===== config.mk =====
export PLATFORM = sky130hd
export DESIGN_NAME = vga_fb_scanout
export DESIGN_NICKNAME = d
export VERILOG_FILES = /design/src/rtl/vga_fb_scanout.sv
export SDC_FILE = /design/constraint.sdc
export NUM_CORES = 1
export LEC_CHECK = 0
export CORE_UTILIZATION = 51
export CTS_CLUSTER_SIZE = 28
export DETAILED_ROUTE_END_ITERATION = 10
export PLACE_DENSITY = 0.76
export SLEW_MARGIN = 20
export SYNTH_ARGS = -nofsm -noshare
export SYNTH_HDL_FRONTEND = slang
export SYNTH_SLANG_ARGS = --single-unit

===== constraint.sdc =====
create_clock -name vgaclk -period 3 [get_ports vgaclk]
set_clock_uncertainty 0.1 [all_clocks]
set_input_delay 0.6 -clock vgaclk [delete_from_list [all_inputs] [get_ports vgaclk]]
set_output_delay 0.6 -clock vgaclk [all_outputs]
set_load 0.02 [all_outputs]

===== src/rtl/vga_fb_scanout.sv =====
// VGA scan-out engine: programmable sync timing, frame-buffer read addressing
// with pixel/line replication, double-buffer select and a latency-matched
// sync/data pipeline so pixel data lines up with the sync pins.
module vga_fb_scanout #(
   parameter int H_ACTIVE    = 640,
   parameter int H_FP        = 16,
   parameter int H_SYNC      = 96,
   parameter int H_BP        = 48,
   parameter int V_ACTIVE    = 480,
   parameter int V_FP        = 10,
   parameter int V_SYNC      = 2,
   parameter int V_BP        = 33,
   parameter int HSYNC_POL   = 0,
   parameter int VSYNC_POL   = 0,
   parameter int SCALE_SHIFT = 0,
   parameter int RD_LAT      = 1,
   parameter int CW          = 4,
   parameter int AW          = 19
) (
   input  logic            vgaclk,
   input  logic            rst,
   input  logic            fb_sel,
   output logic            fb_rd,
   output logic [AW:0]     fb_addr,
   input  logic [3*CW-1:0] fb_data,
   output logic            hsync,
   output logic            vsync,
   output logic            de,
   output logic [CW-1:0]   red,
   output logic [CW-1:0]   green,
   output logic [CW-1:0]   blue,
   output logic            frame_start
);

   localparam int H_TOTAL = H_ACTIVE + H_FP + H_SYNC + H_BP;
   localparam int V_TOTAL = V_ACTIVE + V_FP + V_SYNC + V_BP;
   localparam int CNT_MAX = (H_TOTAL > V_TOTAL) ? H_TOTAL : V_TOTAL;
   localparam int CNTW    = $clog2(CNT_MAX);
   localparam int L       = RD_LAT + 2;
   localparam int SW      = (SCALE_SHIFT > 0) ? SCALE_SHIFT : 1;

   localparam logic [CNTW-1:0] H_LAST   = CNTW'(H_TOTAL - 1);
   localparam logic [CNTW-1:0] V_LAST   = CNTW'(V_TOTAL - 1);
   localparam logic [CNTW-1:0] H_ACT_C  = CNTW'(H_ACTIVE);
   localparam logic [CNTW-1:0] V_ACT_C  = CNTW'(V_ACTIVE);
   localparam logic [CNTW-1:0] HS_START = CNTW'(H_ACTIVE + H_FP);
   localparam logic [CNTW-1:0] HS_END   = CNTW'(H_ACTIVE + H_FP + H_SYNC);
   localparam logic [CNTW-1:0] VS_START = CNTW'(V_ACTIVE + V_FP);
   localparam logic [CNTW-1:0] VS_END   = CNTW'(V_ACTIVE + V_FP + V_SYNC);
   localparam logic [SW-1:0]   SUB_MAX  = SW'((1 << SCALE_SHIFT) - 1);
   localparam logic [AW-1:0]   ROW_STEP = AW'(H_ACTIVE >> SCALE_SHIFT);
   localparam logic            HS_ON    = (HSYNC_POL != 0);
   localparam logic            VS_ON    = (VSYNC_POL != 0);

   // One pipeline slot of timing information travelling towards the pins.
   typedef struct packed {
      logic hs;
      logic vs;
      logic de;
      logic fs;
   } sync_t;

   localparam sync_t SYNC_IDLE = sync_t'({~HS_ON, ~VS_ON, 1'b0, 1'b0});

   logic [CNTW-1:0]   r_hc;
   logic [CNTW-1:0]   r_vc;
   logic [SW-1:0]     r_hsub;
   logic [SW-1:0]     r_vsub;
   logic [AW-1:0]     r_col;
   logic [AW-1:0]     r_row;
   logic              r_buf;
   logic              r_fb_rd;
   logic [AW:0]       r_fb_addr;
   logic [3*CW-1:0]   r_rgb;
   sync_t             r_pipe [L];

   logic              w_h_wrap;
   logic              w_v_last;
   logic              w_active;
   sync_t             w_raw;

   assign w_h_wrap = (r_hc == H_LAST);
   assign w_v_last = (r_vc == V_LAST);
   assign w_active = (r_hc < H_ACT_C) && (r_vc < V_ACT_C);

   // Raster counters: hc every clock, vc on each line wrap.
   // NOTE: sequential state uses non-blocking assignments so every flop
   // samples the pre-edge value of its neighbours.
   always_ff @(posedge vgaclk or posedge rst) begin
      if (rst) begin
         r_hc <= '0;
         r_vc <= '0;
      end else if (w_h_wrap) begin
         r_hc <= '0;
         r_vc <= w_v_last ? '0 : r_vc + CNTW'(1);
      end else begin
         r_hc <= r_hc + CNTW'(1);
      end
   end

   // Multiplier-free offset: column and row-base counters with replication
   // sub-counters; row base steps once per 2^S active lines.
   always_ff @(posedge vgaclk or posedge rst) begin
      if (rst) begin
         r_hsub <= '0;
         r_col  <= '0;
         r_vsub <= '0;
         r_row  <= '0;
      end else if (w_h_wrap) begin
         r_hsub <= '0;
         r_col  <= '0;
         if (w_v_last) begin
            r_vsub <= '0;
            r_row  <= '0;
         end else if (r_vc < V_ACT_C) begin
            if (r_vsub == SUB_MAX) begin
               r_vsub <= '0;
               r_row  <= r_row + ROW_STEP;
            end else begin
               r_vsub <= r_vsub + SW'(1);
            end
         end
      end else if (w_active) begin
         if (r_hsub == SUB_MAX) begin
            r_hsub <= '0;
            r_col  <= r_col + AW'(1);
         end else begin
            r_hsub <= r_hsub + SW'(1);
         end
      end
   end

   // Buffer select only changes at the frame wrap so a frame never tears.
   always_ff @(posedge vgaclk or posedge rst) begin
      if (rst)
         r_buf <= 1'b0;
      else if (w_h_wrap && w_v_last)
         r_buf <= fb_sel;
   end

   // RAM read request; address holds during blanking.
   always_ff @(posedge vgaclk or posedge rst) begin
      if (rst) begin
         r_fb_rd   <= 1'b0;
         r_fb_addr <= '0;
      end else begin
         r_fb_rd <= w_active;
         if (w_active)
            r_fb_addr <= {r_buf, r_row + r_col};
      end
   end

   // Timing flags derived from the current counter state.
   // NOTE: every field gets its default before any condition so no latch
   // is inferred.
   always_comb begin
      w_raw = SYNC_IDLE;
      if ((r_hc >= HS_START) && (r_hc < HS_END))
         w_raw.hs = HS_ON;
      if ((r_vc >= VS_START) && (r_vc < VS_END))
         w_raw.vs = VS_ON;
      w_raw.de = w_active;
      w_raw.fs = (r_hc == '0) && (r_vc == '0);
   end

   // Delay timing flags by L stages to meet the returning RAM data.
   // NOTE: this delay line is reset, unlike a RAM, because its contents
   // reach the pins directly after reset release.
   always_ff @(posedge vgaclk or posedge rst) begin
      if (rst) begin
         for (int i = 0; i < L; i++)
            r_pipe[i] <= SYNC_IDLE;
      end else begin
         r_pipe[0] <= w_raw;
         for (int i = 1; i < L; i++)
            r_pipe[i] <= r_pipe[i-1];
      end
   end

   // Pixel register, blanked whenever the aligned de is low.
   always_ff @(posedge vgaclk or posedge rst) begin
      if (rst)
         r_rgb <= '0;
      else
         r_rgb <= r_pipe[L-2].de ? fb_data : '0;
   end

   assign fb_rd       = r_fb_rd;
   assign fb_addr     = r_fb_addr;
   assign hsync       = r_pipe[L-1].hs;
   assign vsync       = r_pipe[L-1].vs;
   assign de          = r_pipe[L-1].de;
   assign frame_start = r_pipe[L-1].fs;
   assign red         = r_rgb[CW-1:0];
   assign green       = r_rgb[2*CW-1:CW];
   assign blue        = r_rgb[3*CW-1:2*CW];

endmodule

==> results by group <==
Yosys
  – Number of flops mapped to enable cells by yosys: 0
  – Syn_area_per_cell: around 10 sq um
  – Sequential fraction of the synthesis area: between 50% and 60%
  – Synth Area in Simple Gates: 22.57%
  – Post-synthesis mux area share: less than 1%
  – Compound-Gate Fraction of Synth Area: roughly 9.0%
  – Combinational family with the most area after synthesis: simple AND/OR/NAND/NOR gates
  – Syn nets: between 400 and 500
  – Adder-Cell Fraction of Synth Area: 4.686%
  – Yosys warnings: 0
  – Post-Synthesis Cells: ~440
  – Flops & latches, synth: 96
  – Ys async rst share: between 90% and 100%
  – Post-Synth XOR/XNOR Area: around 7.5%
  – Post-synth top flop: dfrtp_1
  – Post-synthesis cell type count: 55
  – Mapped Area: around 4500 sq um

Power and ir drop
  – Leak Pwr: 2.462 nW
  – Power density cells: 416.2 nW/um^2
  – VDD IR max: 0.2008 mV

STA
  – Period minus WS final: around 2.4 ns
  – Slew @ Worst Pin: slightly above 0.7 ns
  – FMAX: about 0.42 GHz
  – Period Utilization, post-route: about four fifths
  – Setup TNS: 0 ns
  – Final setup viols: 0
  – RSZ-0062 raised after global routing: no
  – Worst slew margin: 52.37%
  – Final Slew Violations: 0
  – Final Hold Violating Endpoints: 0

Placed design
  – Dpl cell area: between 5000 and 6000 sq um
  – IO Port Bufs: 51
  – Placer Congestion: 0.8236
  – Dpl hpwl: 6.319 mm

Route
  – WL met2: 4.113 mm
  – Drt drc: 1
  – Routed Wire Length: between 8 and 9 mm
  – Vias per std cell: approximately 5.6
  – ANT nets after route: 0
  – Top routing layer used: met4
  – Iter 0 DRT Violations: 149
  – Metal1 wirelength: ~4.2 mm
  – DRT Pass-1 Iters: 7
  – Via count: roughly 3400
  – Routed length per instance: between 10 and 15 um
  – Routed wl met3: between 400 and 500 um

Setup path
  – Critical Path Sink Type: flop
  – CP required: about 3.2 ns
  – Worst setup path class: reg2reg
  – Arrival @ worst endpoint: ~2.5 ns
  – Worst R2R Path Depth: 5
  – Critical R2R Capture: r_buf$_DFFE_PP0P_
  – Worst Path Max Fanout: 16
  – Flop2flop setup slack: ~0.65 ns
  – Type of origin of the critical path: flop
  – R2r startpoint: r_hc[0]$_DFF_PP0_

Clock tree
  – Skew-Pair Late Insertion Delay: 0.38 ns
  – Number of buffers created by CTS: 9
  – Hold-fix buffers at CTS: 0
  – Max Root-Sink Buffers: 2
  – Sink Count: 96
  – Htree depth: 3
  – Clock slew seen by the registers of the worst setup and hold paths: 0.10 ns
  – Root Buffer: clkbuf_8
  – TritonCTS clock tree: yes
  – Setup bufs post-CTS: 0
  – Post-CTS sizing: 0

Min path
  – Worst Hold Class: reg2reg
  – Worst hold stages: 0
  – Hold_sp: r_pipe[7]$_DFF_PP1_
  – Hold Path Sink: hsync$_DFF_PP1_

Global routing
  – Number of global-route vias before repair: approximately 3200
  – Gr usage total: between 20% and 30%
  – Largest net degree at the start of global routing: 38
  – Total gr overflow: 0
  – Antenna violations before repair: 0
  – First-pass GRT wire length: approximately 15 mm

Layout
  – Most frequent cells in the layout: 90 x dfrtp_1, 66 x nand2_1, 51 x clkdlybuf4s50_1
  – Share of cells above drive strength 1: 7.769%
  – Nets@finish: 529
  – Commonest non-fill, non-tap cell in the layout: dfrtp_1
  – Final Instance Area: 5391 sq um
  – Area growth syn-to-layout: 18.77%
  – Number of antenna cells inserted: 0

Run status
  – Violated checks: design-rule violations
  – Status: finished with violations

Die
  – Die area: between 9000 and 10000 sq um
  – I/O pin cnt: 52
  – Initial Util: 52.31%
  – Chip Height: between 90 and 100 um
  – Row count: 34
  – Die Width: 96.35 um
  – Core area: roughly 8700 sq um

Run
  – Max-cap check violation count: 0
==> how the worst max path moves through the flow <==
stage                               startpoint                      end  slack (ns)
after floorplan           r_col[8]$_DFFE_PP0P_  fb_addr[17]$_DFFE_PP0P_        0.97
after global placement       r_hc[0]$_DFF_PP0_        r_buf$_DFFE_PP0P_        0.73
after detailed placement     r_hc[0]$_DFF_PP0_        r_buf$_DFFE_PP0P_        0.65
after CTS                    r_hc[0]$_DFF_PP0_        r_buf$_DFFE_PP0P_        0.62
after global routing         r_hc[0]$_DFF_PP0_    r_row[18]$_DFFE_PP0P_        0.49
final                        r_hc[0]$_DFF_PP0_        r_buf$_DFFE_PP0P_        0.65
==> through the flow <==
step	hold slack, ns	instances	power [mW]	worst slack, ns	util [%]
finish	0.2605	610	2.244	0.6451	62.13
global route	0.2704	610	2.339	0.4902	62.13
CTS	0.2622	610	2.274	0.6233	62.13
detailed placement	0.2476	594	1.414	0.6505	59.76
global placement	0.2327	594	1.412	0.7252	59.76
floorplan	0.2312	444	1.365	0.9727	-
==> area by class of cell <==
type                    instances  area (sq um)
inverters                      10         41.29
multi-input cells             323          2019
well taps                     108         135.1
clock inverters                 7         81.33
flip-flops and latches         96          2410
fillers                       705          3287
clock buffers                   9         123.9
repair buffers                 57         580.6
==> synthesized netlist by cell type (2+ instances only) <==
library cell  instances  share of area (%)
o21ai_0              20                2.2
ha_1                 17                4.7
a211o_1               2               0.39
o31ai_1               5               0.83
and2_1               19                2.6
and4_1                4               0.77
a21o_1                2               0.33
inv_1                 9               0.74
nand4_1              17                2.3
o211ai_1              7                1.2
a21oi_1              15                1.7
nand2b_1              2               0.28
o311ai_0              2               0.39
nor3_1                7               0.77
or3_1                 6               0.83
dfstp_2               6                3.5
buf_2                 3               0.33
nor4_1                5               0.69
mux2_2                2               0.50
nor2_1               35                2.9
clkbuf_1              8               0.66
and3_1                8                1.1
nand3_1              16                1.8
dfrtp_1              90                 50
xnor2_1              21                4.1
nand2_1              66                5.5
or4_1                 2               0.33
a211oi_1              2               0.33
xor2_1               18                3.5
nor2b_1               3               0.41
==> routing by layer <==
metal	vias to the layer above	global-route usage, %
li1	1655	-
met1	1624	27.60
met2	87	33.51
met3	21	3.949
met4	0	9.314
met5	-	0
==> worst max-delay path, cell delays in order, from the launching register on <==
cell     delay (ns)
dfrtp_1        0.41
ha_1           0.22
nand3_2        0.19
or3_1          0.64
nor2_8         0.32
mux2_2         0.36
==> power by group <==
group | total, mW | switching (mW) | internal (mW) | leakage (nW)
registers | 1.30 | 0.00197 | 1.30 | 1.24
logic | 0.0823 | 0.0432 | 0.0391 | 1.12
clock network | 0.858 | 0.522 | 0.336 | 0.104
total | 2.24 | 0.567 | 1.68 | 2.46
==> cells by family after synthesis <==
group	count (synthesis)
simple gates	200
flops	96
compound gates	64
xor+xnor	39
buf+inv	25
fa+ha+maj	17
mux	3
==> registers in the layout, indices dropped and copies added, names as in the netlist <==
signal / cells
de: 1
fb_addr: 20
frame_start: 1
hsync: 1
r_buf: 1
r_col: 19
r_hc: 10
r_pipe: 8
r_rgb: 12
r_row: 12
r_vc: 10
vsync: 1
No activity file was read; power rests on OpenSTA's default activity.
